File: src/rtl/serial_prod_collector.sv
// Tail collector for the bit-serial multiplier chain: drops lead symbols, weights and
// accumulates 2-bit partial sums, presents the product on valid/ready. Option: COLLECT_OVF_EN.
module serial_prod_collector #(
  parameter int W         = 8,
  parameter int N_SYM     = 2*W,
  parameter int LEAD_SKIP = 2
) (
  input  logic             i_clk,
  input  logic             i_arst,
  input  logic             i_start,
  input  logic             i_valid,
  input  logic [1:0]       i_sum,
  output logic [2*W-1:0]   o_result,
  output logic             o_valid,
  input  logic             i_ready,
`ifdef COLLECT_OVF_EN
  output logic             o_ovf,
`endif
  output logic             o_busy
);

  // state     | meaning
  // S_IDLE    | waiting for i_start
  // S_COLLECT | discarding lead symbols, then weighting and accumulating
  // S_HOLD    | product presented, waiting for i_ready

  localparam int RES_W  = 2*W;
  localparam int CNT_W  = ($clog2(N_SYM+1) < 1) ? 1 : $clog2(N_SYM+1);
  localparam int SKIP_W = ($clog2(LEAD_SKIP+1) < 1) ? 1 : $clog2(LEAD_SKIP+1);
`ifdef COLLECT_OVF_EN
  localparam int EXT_W  = RES_W + 2;
`else
  localparam int EXT_W  = RES_W;
`endif

  typedef enum logic [1:0] {S_IDLE, S_COLLECT, S_HOLD} state_t;

  state_t              state_q, state_d;
  logic [RES_W-1:0]    acc_q, acc_d;
  logic [CNT_W-1:0]    cnt_q, cnt_d;
  logic [SKIP_W-1:0]   skip_q, skip_d;
  logic [RES_W-1:0]    res_d;
  logic                valid_d;
  logic [EXT_W-1:0]    addend;
  logic [EXT_W-1:0]    sum_ext;
`ifdef COLLECT_OVF_EN
  logic                ovf_q, ovf_d;
`endif

  always_ff @(posedge i_clk or posedge i_arst) begin
    if (i_arst) begin
      state_q  <= S_IDLE;
      acc_q    <= '0;
      cnt_q    <= '0;
      skip_q   <= '0;
      o_result <= '0;
      o_valid  <= 1'b0;
`ifdef COLLECT_OVF_EN
      ovf_q    <= 1'b0;
`endif
    end else begin
      state_q  <= state_d;
      acc_q    <= acc_d;
      cnt_q    <= cnt_d;
      skip_q   <= skip_d;
      o_result <= res_d;
      o_valid  <= valid_d;
`ifdef COLLECT_OVF_EN
      ovf_q    <= ovf_d;
`endif
    end
  end

  // The shifted symbol is formed wide so bits pushed past RES_W remain visible to overflow.
  always_comb begin
    addend  = EXT_W'(i_sum) << cnt_q;
    sum_ext = EXT_W'(acc_q) + addend;
  end

  always_comb begin
    state_d = state_q;
    acc_d   = acc_q;
    cnt_d   = cnt_q;
    skip_d  = skip_q;
    res_d   = o_result;
    valid_d = o_valid;
`ifdef COLLECT_OVF_EN
    ovf_d   = ovf_q;
`endif
    case (state_q)
      S_IDLE: begin
        if (i_start) begin
          state_d = S_COLLECT;
          acc_d   = '0;
          cnt_d   = '0;
          skip_d  = SKIP_W'(LEAD_SKIP);
`ifdef COLLECT_OVF_EN
          ovf_d   = 1'b0;
`endif
        end
      end
      S_COLLECT: begin
        if (i_valid) begin
          if (skip_q != '0) begin
            skip_d = skip_q - SKIP_W'(1);
          end else begin
            acc_d = sum_ext[RES_W-1:0];
            cnt_d = cnt_q + CNT_W'(1);
`ifdef COLLECT_OVF_EN
            ovf_d = ovf_q | (|sum_ext[EXT_W-1:RES_W]);
`endif
            if (cnt_q == CNT_W'(N_SYM-1)) begin
              state_d = S_HOLD;
              res_d   = sum_ext[RES_W-1:0];
              valid_d = 1'b1;
            end
          end
        end
      end
      S_HOLD: begin
        if (i_ready) begin
          valid_d = 1'b0;
          if (i_start) begin
            state_d = S_COLLECT;
            acc_d   = '0;
            cnt_d   = '0;
            skip_d  = SKIP_W'(LEAD_SKIP);
`ifdef COLLECT_OVF_EN
            ovf_d   = 1'b0;
`endif
          end else begin
            state_d = S_IDLE;
          end
        end
      end
      default: state_d = S_IDLE;
    endcase
  end

  assign o_busy = (state_q == S_COLLECT);
`ifdef COLLECT_OVF_EN
  assign o_ovf  = ovf_q;
`endif

endmodule
File: config.mk
export PLATFORM = sky130hd
export DESIGN_NAME = serial_prod_collector
export DESIGN_NICKNAME = d
export VERILOG_FILES = /design/src/rtl/serial_prod_collector.sv
export SDC_FILE = /design/constraint.sdc
export NUM_CORES = 1
export LEC_CHECK = 0
export ABC_AREA = 1
export CAP_MARGIN = 20
export CORE_ASPECT_RATIO = 1.5
export CORE_MARGIN = 2
export CORE_UTILIZATION = 60
export CTS_CLUSTER_SIZE = 30
export DETAILED_ROUTE_END_ITERATION = 8
export PLACE_DENSITY = 0.83
export SLEW_MARGIN = 20
export SYNTH_ARGS = -nofsm -noshare
export SYNTH_HDL_FRONTEND = slang
export SYNTH_SLANG_ARGS = --single-unit
File: constraint.sdc
create_clock -name i_clk -period 4.1 [get_ports i_clk]
set_clock_uncertainty 0.05 [all_clocks]
set_input_delay 0.82 -clock i_clk [delete_from_list [all_inputs] [get_ports i_clk]]
set_output_delay 0.82 -clock i_clk [all_outputs]
set_load 0.005 [all_outputs]
After elaboration in Yosys (flattened, before gate mapping). Index checks and enable logic that the tools add are counted.

Multiplexer cells: 27. Bitwise logic cells: 1. Magnitude comparators: 0. Reductions and logical operators: 9. Div/mod/pow operators: 0. Add/subtract/negate cells: 3. Shifts and indexed selects: 1. Eq/ne operators: 9. $mul: 0.

Operators with widths (count): 2-to-1 mux 16 bit (4); one-hot mux 16 bit (3 select lines) (1); 2-to-1 mux 5 bit (4); 2-to-1 mux 2 bit (9); adder 16 bit (1); << shifter 2 x 5 -> 16 bit (1); one-hot mux 5 bit (3 select lines) (1); one-hot mux 2 bit (3 select lines) (2); AND reduction 4 bit (3); AND reduction 5 bit (2); != test 2 bit (second input constant) (4); adder 5 x 1 -> 5 bit (second input constant) (1); == test 5 x 4 -> 1 bit (second input constant) (1); 2-to-1 mux 1 bit (5); != test 2 x 1 -> 1 bit (second input constant) (2); nonzero test 2 bit (2); nonzero test 3 bit (1); == test 2 x 1 -> 1 bit (second input constant) (1); == test 2 bit (second input constant) (1); logical NOT 2 bit (1); one-hot mux 1 bit (2 select lines) (1); subtractor 2 x 1 -> 2 bit (second input constant) (1); inverter 1 bit (1).

Output and inout bits: 18. Memories: 0. Word-level logic and storage cells: 56. Latch bits: 0. Bits in writable memories: 0. Flip-flop bits (word level): 42. ROM bits: 0. Input bits: 7.

Depth between registers and ports, before layout.
Depth after elaboration: 5. Mapped depth: 17. Gate-level depth less buffers: 17.

Worst setup path before layout. Ideal clock, no wire load.

Path type: input to register. Start point: input port i_sum[0]. End point: register o_result[14]. Stages: 16. Slack: 1.736 ns. Setup time: 0.116 ns. Data arrival time: 2.198 ns. Data required time: 3.934 ns. Path buffers: 0. Cell sequence: nand2_1 > nor2_1 > nand2_1 > nor2_1 > ha_1 > fa_1 > nand2_1 > nand2_1 > nand3b_1 > nand2_1 > nand2_1 > nand2_1 > nand2_1 > nand2_1 > nand2_1 > nand2_1.

Word-level cells in the longest chain between the ends: 2.

Ends and longest elaborated chain: start: declaration (line 12) `input logic [1:0] i_sum,`; << shifter 2 x 5 -> 16 bit (line 76) `addend = EXT_W'(i_sum) << cnt_q;`; adder 16 bit (line 77) `sum_ext = EXT_W'(acc_q) + addend;`; end signal: assignment (line 66) `o_result <= res_d;`; end: declaration (line 13) `output logic [2*W-1:0] o_result,`.

No other way between the ends. A chain may end at the register's enable or synchronous reset.

Final worst setup path.
Start point: input port i_sum[1]. End point: register o_result[8].

The elaborated chain is that of the path after synthesis.

==> metrics.md <==
| Metric | Value |
|---|---|
| Clock-pin slew on the worst setup and hold paths | 0.08 ns |
| Pint | 0.709 mW |
| Register area share after synthesis | 37.1% |
| Non-Filler Instances | 492 |
| RSZ-0062 raised after global routing | no |
| Largest net degree at the start of global routing | 43 |
| Slew margin rel. | 64.9% |
| Placed Area | 3110 µm² |
| Final Wtd Congestion | 0.961 |
| Final Hold Fails | 0 |
| Largest family of logic cells by synthesized area | simple AND/OR/NAND/NOR gates |
| Placed cells | 484 |
| Slowest-stage cell, CP | clkdlybuf4s50_1 |
| Compound-gate portion of the synthesized area | 8.27% |
| Family with the most delay on the worst path | simple AND/OR/NAND/NOR gates |
| CP max FO | 4 |
| Total negative slack | 0 ns |
| CP Capture Type | register |
| Outcome | complete, no violations |
| Post-CTS Setup Inserts | 0 |
| Clock group share of total power | 25.2% |
| Arrival time of the worst setup path | 2.99 ns |
| Comb power frac | 31.8% |
| Routed Wire Length | 6.26 mm |
| Total vias in the final route | 2,548 |
| Synthesized Nets | 426 |
| Area leader, netlist | dfrtp_1 |
| CTS sink count | 42 |
| CP max stage delay | 0.47 ns |
| Endpoints failing setup | 0 |
| Top_reg_cell synth | dfrtp_1 |
| Vert. Die Dim | 88.1 µm |
| Wirelength per Cell | 12.7 µm |
| Row Count | 30 |
| Reg power frac | 43.1% |
| Top post-synthesis cells by area | dfrtp_1 (37%), nand2_1 (21%), ha_1 (8.0%) |
| NetSw | 0.412 mW |
| XOR/XNOR Fraction of Synth Area | 2.17% |
| Resized Gates After CTS | 0 |
| Fin crit share | 68.3% |
| Buf+Inv Stages, Crit Path | 2 |
| Avg Inst Size Synth | 7.08 µm² |
| Post-synthesis register bit count | 42 |
| Net Sw Frac | 36.8% |
| Vias in the first global route | 2,468 |
| Synth-to-Final Area Change | 13.1% |
| Post-Syn Instances | 400 |
| Worst path required time | 4.29 ns |
| Top post-synthesis cells by count | nand2_1 (155), inv_1 (52), dfrtp_1 (42) |
| Filler Cells Inserted | 376 |
| Total global-route track usage | 26.7% |
| Initial drt markers | 147 |
| Fin util | 70.5% |
| Fraction of registers with async set/reset | 100% |
| Worst setup SP type | input pin |
| Synth Area in Adders | 8.66% |
| Total chip power | 1.12 mW |
| CTS tree | built |
| Core area | 4540 µm² |
| Max VDD drop | 0.355 mV |
| Period minus WS final | 2.80 ns |
| Synth cell types | 29 |
| Mux contribution to synthesized area | 0% |
| Post-synth EDFFs | 0 |
| Total die area | 5290 µm² |
| Most common cell in the netlist | nand2_1 |
| LEAKAGE | 1.83 nW |
| Initial antenna violation count | 0 |
| Synth Area in Simple Gates | 34.4% |
| CP dominant cell by count | nand2_1 |
| Clock H-tree levels | 2 |
| IO buf count | 24 |
| Initial core utilization | 62.3% |
| CP Class | input pin to register |
| Hold_buf cts | 0 |
| I/O pin cnt | 25 |
| Total grt overflow | 0 |
| Die width | 60.1 µm |
| HP Class | register to register |
| Final #Nets | 453 |
| Inserted Clock Buffers | 5 |
| DRC viols | 0 |
| Worst-Skew Late Latency | 0.30 ns |
| Global-route wire length before repair | 10.6 mm |
| Worst-case clock buffer depth | 2 |
| Cell area after layout | 3200 µm² |
| CP cell instances | clkdlybuf4s50_1 > nand2_1 > o21ai_0 > nand2_1 > nor2_1 > ha_1 > nand2_1 > inv_1 > a21oi_1 > nand2_1 > xor2_1 > nand2_1 > nand2_1 |
| Antenna viol nets, final | 0 |
| TritonRoute pass-1 iters | 4 |
| Inserted Diodes | 0 |
| Share of layout cells above drive strength 1 | 5.37% |
| Max_cap viols | 0 |
| Worst slew pin tran | 0.527 ns |
| Yosys top cell area share | 37.1% |
| Root Buffer | clkbuf_8 |
| Post-Syn Area | 2830 µm² |
| Fmax | 357 MHz |
| Post-DP HPWL | 4.74 mm |
| Pwr/cell area | 350 nW/µm² |
| Ys Warns | 0 |
| Vias/cell | 5.18 |
| Pins Over Slew Limit | 0 |
-- power groups by stage --
stage | registers [mW] | logic, mW | clock network, mW
floorplan | 0.485 | 0.274 | 0
global placement | 0.490 | 0.346 | 0
detailed placement | 0.491 | 0.356 | 0
CTS | 0.482 | 0.359 | 0.290
global route | 0.489 | 0.406 | 0.309
finish | 0.482 | 0.356 | 0.282
-- logic make-up (layout without fill, tap and decap cells) --
family / Yosys count / in the layout
and+or+nand+nor: 232 / 232
adders and majority gates: 19 / 19
buffers and inverters: 60 / 88
xor gates and xnor gates: 7 / 7
DFF: 42 / 42
AOI/OAI and AO/OA: 40 / 40
-- layer usage --
layer	vias up	share of wire (%)	track usage [%]
met1	1161	42	32.3
met3	19	3.6	4.28
met5	-	0	0
li1	1313	-	-
met4	0	3.1	11.3
met2	55	52	45.9
-- per-stage QoR --
step	setup WS (ns)	hold slack (ns)
detailed placement	0.999	0.415
global placement	1.01	0.415
CTS	1.31	0.438
global route	1.04	0.446
floorplan	1.74	0.405
finish	1.30	0.433
-- final timing paths --
| kind | endpoint | slack [ns] | from | cells after the start |
|---|---|---|---|---|
| hold / removal | o_result[12]$_DFFE_PP0P_ | 0.43 | o_result[12]$_DFFE_PP0P_ | 2 |
| setup reg to reg | acc_q[14]$_DFFE_PP0P_ | 1.74 | cnt_q[0]$_DFFE_PP0P_ | 15 |
| hold reg to reg | o_result[12]$_DFFE_PP0P_ | 0.43 | o_result[12]$_DFFE_PP0P_ | 2 |
| max in group asynchronous | o_result[6]$_DFFE_PP0P_ | 2.73 | i_arst | 3 |
| min in group asynchronous | o_result[7]$_DFFE_PP0P_ | 0.91 | i_arst | 3 |
| setup / recovery | o_result[8]$_DFFE_PP0P_ | 1.30 | i_sum[1] | 13 |
-- worst min-delay path: cells and delay by family (launching register included) --
| family | cells | cell delay, ns |
|---|---|---|
| DFF | 1 | 0.35 |
| and+or+nand+nor | 2 | 0.10 |
-- placed cells by master (no fill, tap or decap), types with 3 or more instances in the layout --
cell / netlist / layout
a21oi_1: 14 / 14
clkbuf_8: 0 / 6
clkdlybuf4s50_1: 0 / 24
dfrtp_1: 42 / 42
ha_1: 18 / 18
inv_1: 52 / 52
nand2_1: 155 / 155
nand3_1: 29 / 29
nand3b_1: 4 / 4
nor2_1: 33 / 33
nor2_4: 4 / 4
o21ai_0: 14 / 14
o21ai_1: 3 / 3
o21ai_2: 4 / 4
xor2_1: 6 / 6
-- registers in the layout, indices dropped and copies added, names as in the netlist --
signal,flops
o_result,16
skip_q,2
acc_q,16
state_q,2
cnt_q,5
o_valid,1
-- final cells by class --
cell class / count / area (µm²) / area share, %
clock buffer: 6 / 82.6 / 2.58
clock inverter: 2 / 12.5 / 0.391
inverter: 55 / 211 / 6.61
multi-input combinational: 298 / 1520 / 47.3
sequential: 42 / 1050 / 32.8
tap: 64 / 80.1 / 2.50
timing repair buffer: 25 / 248 / 7.74
(Power assumes the default switching activity.)
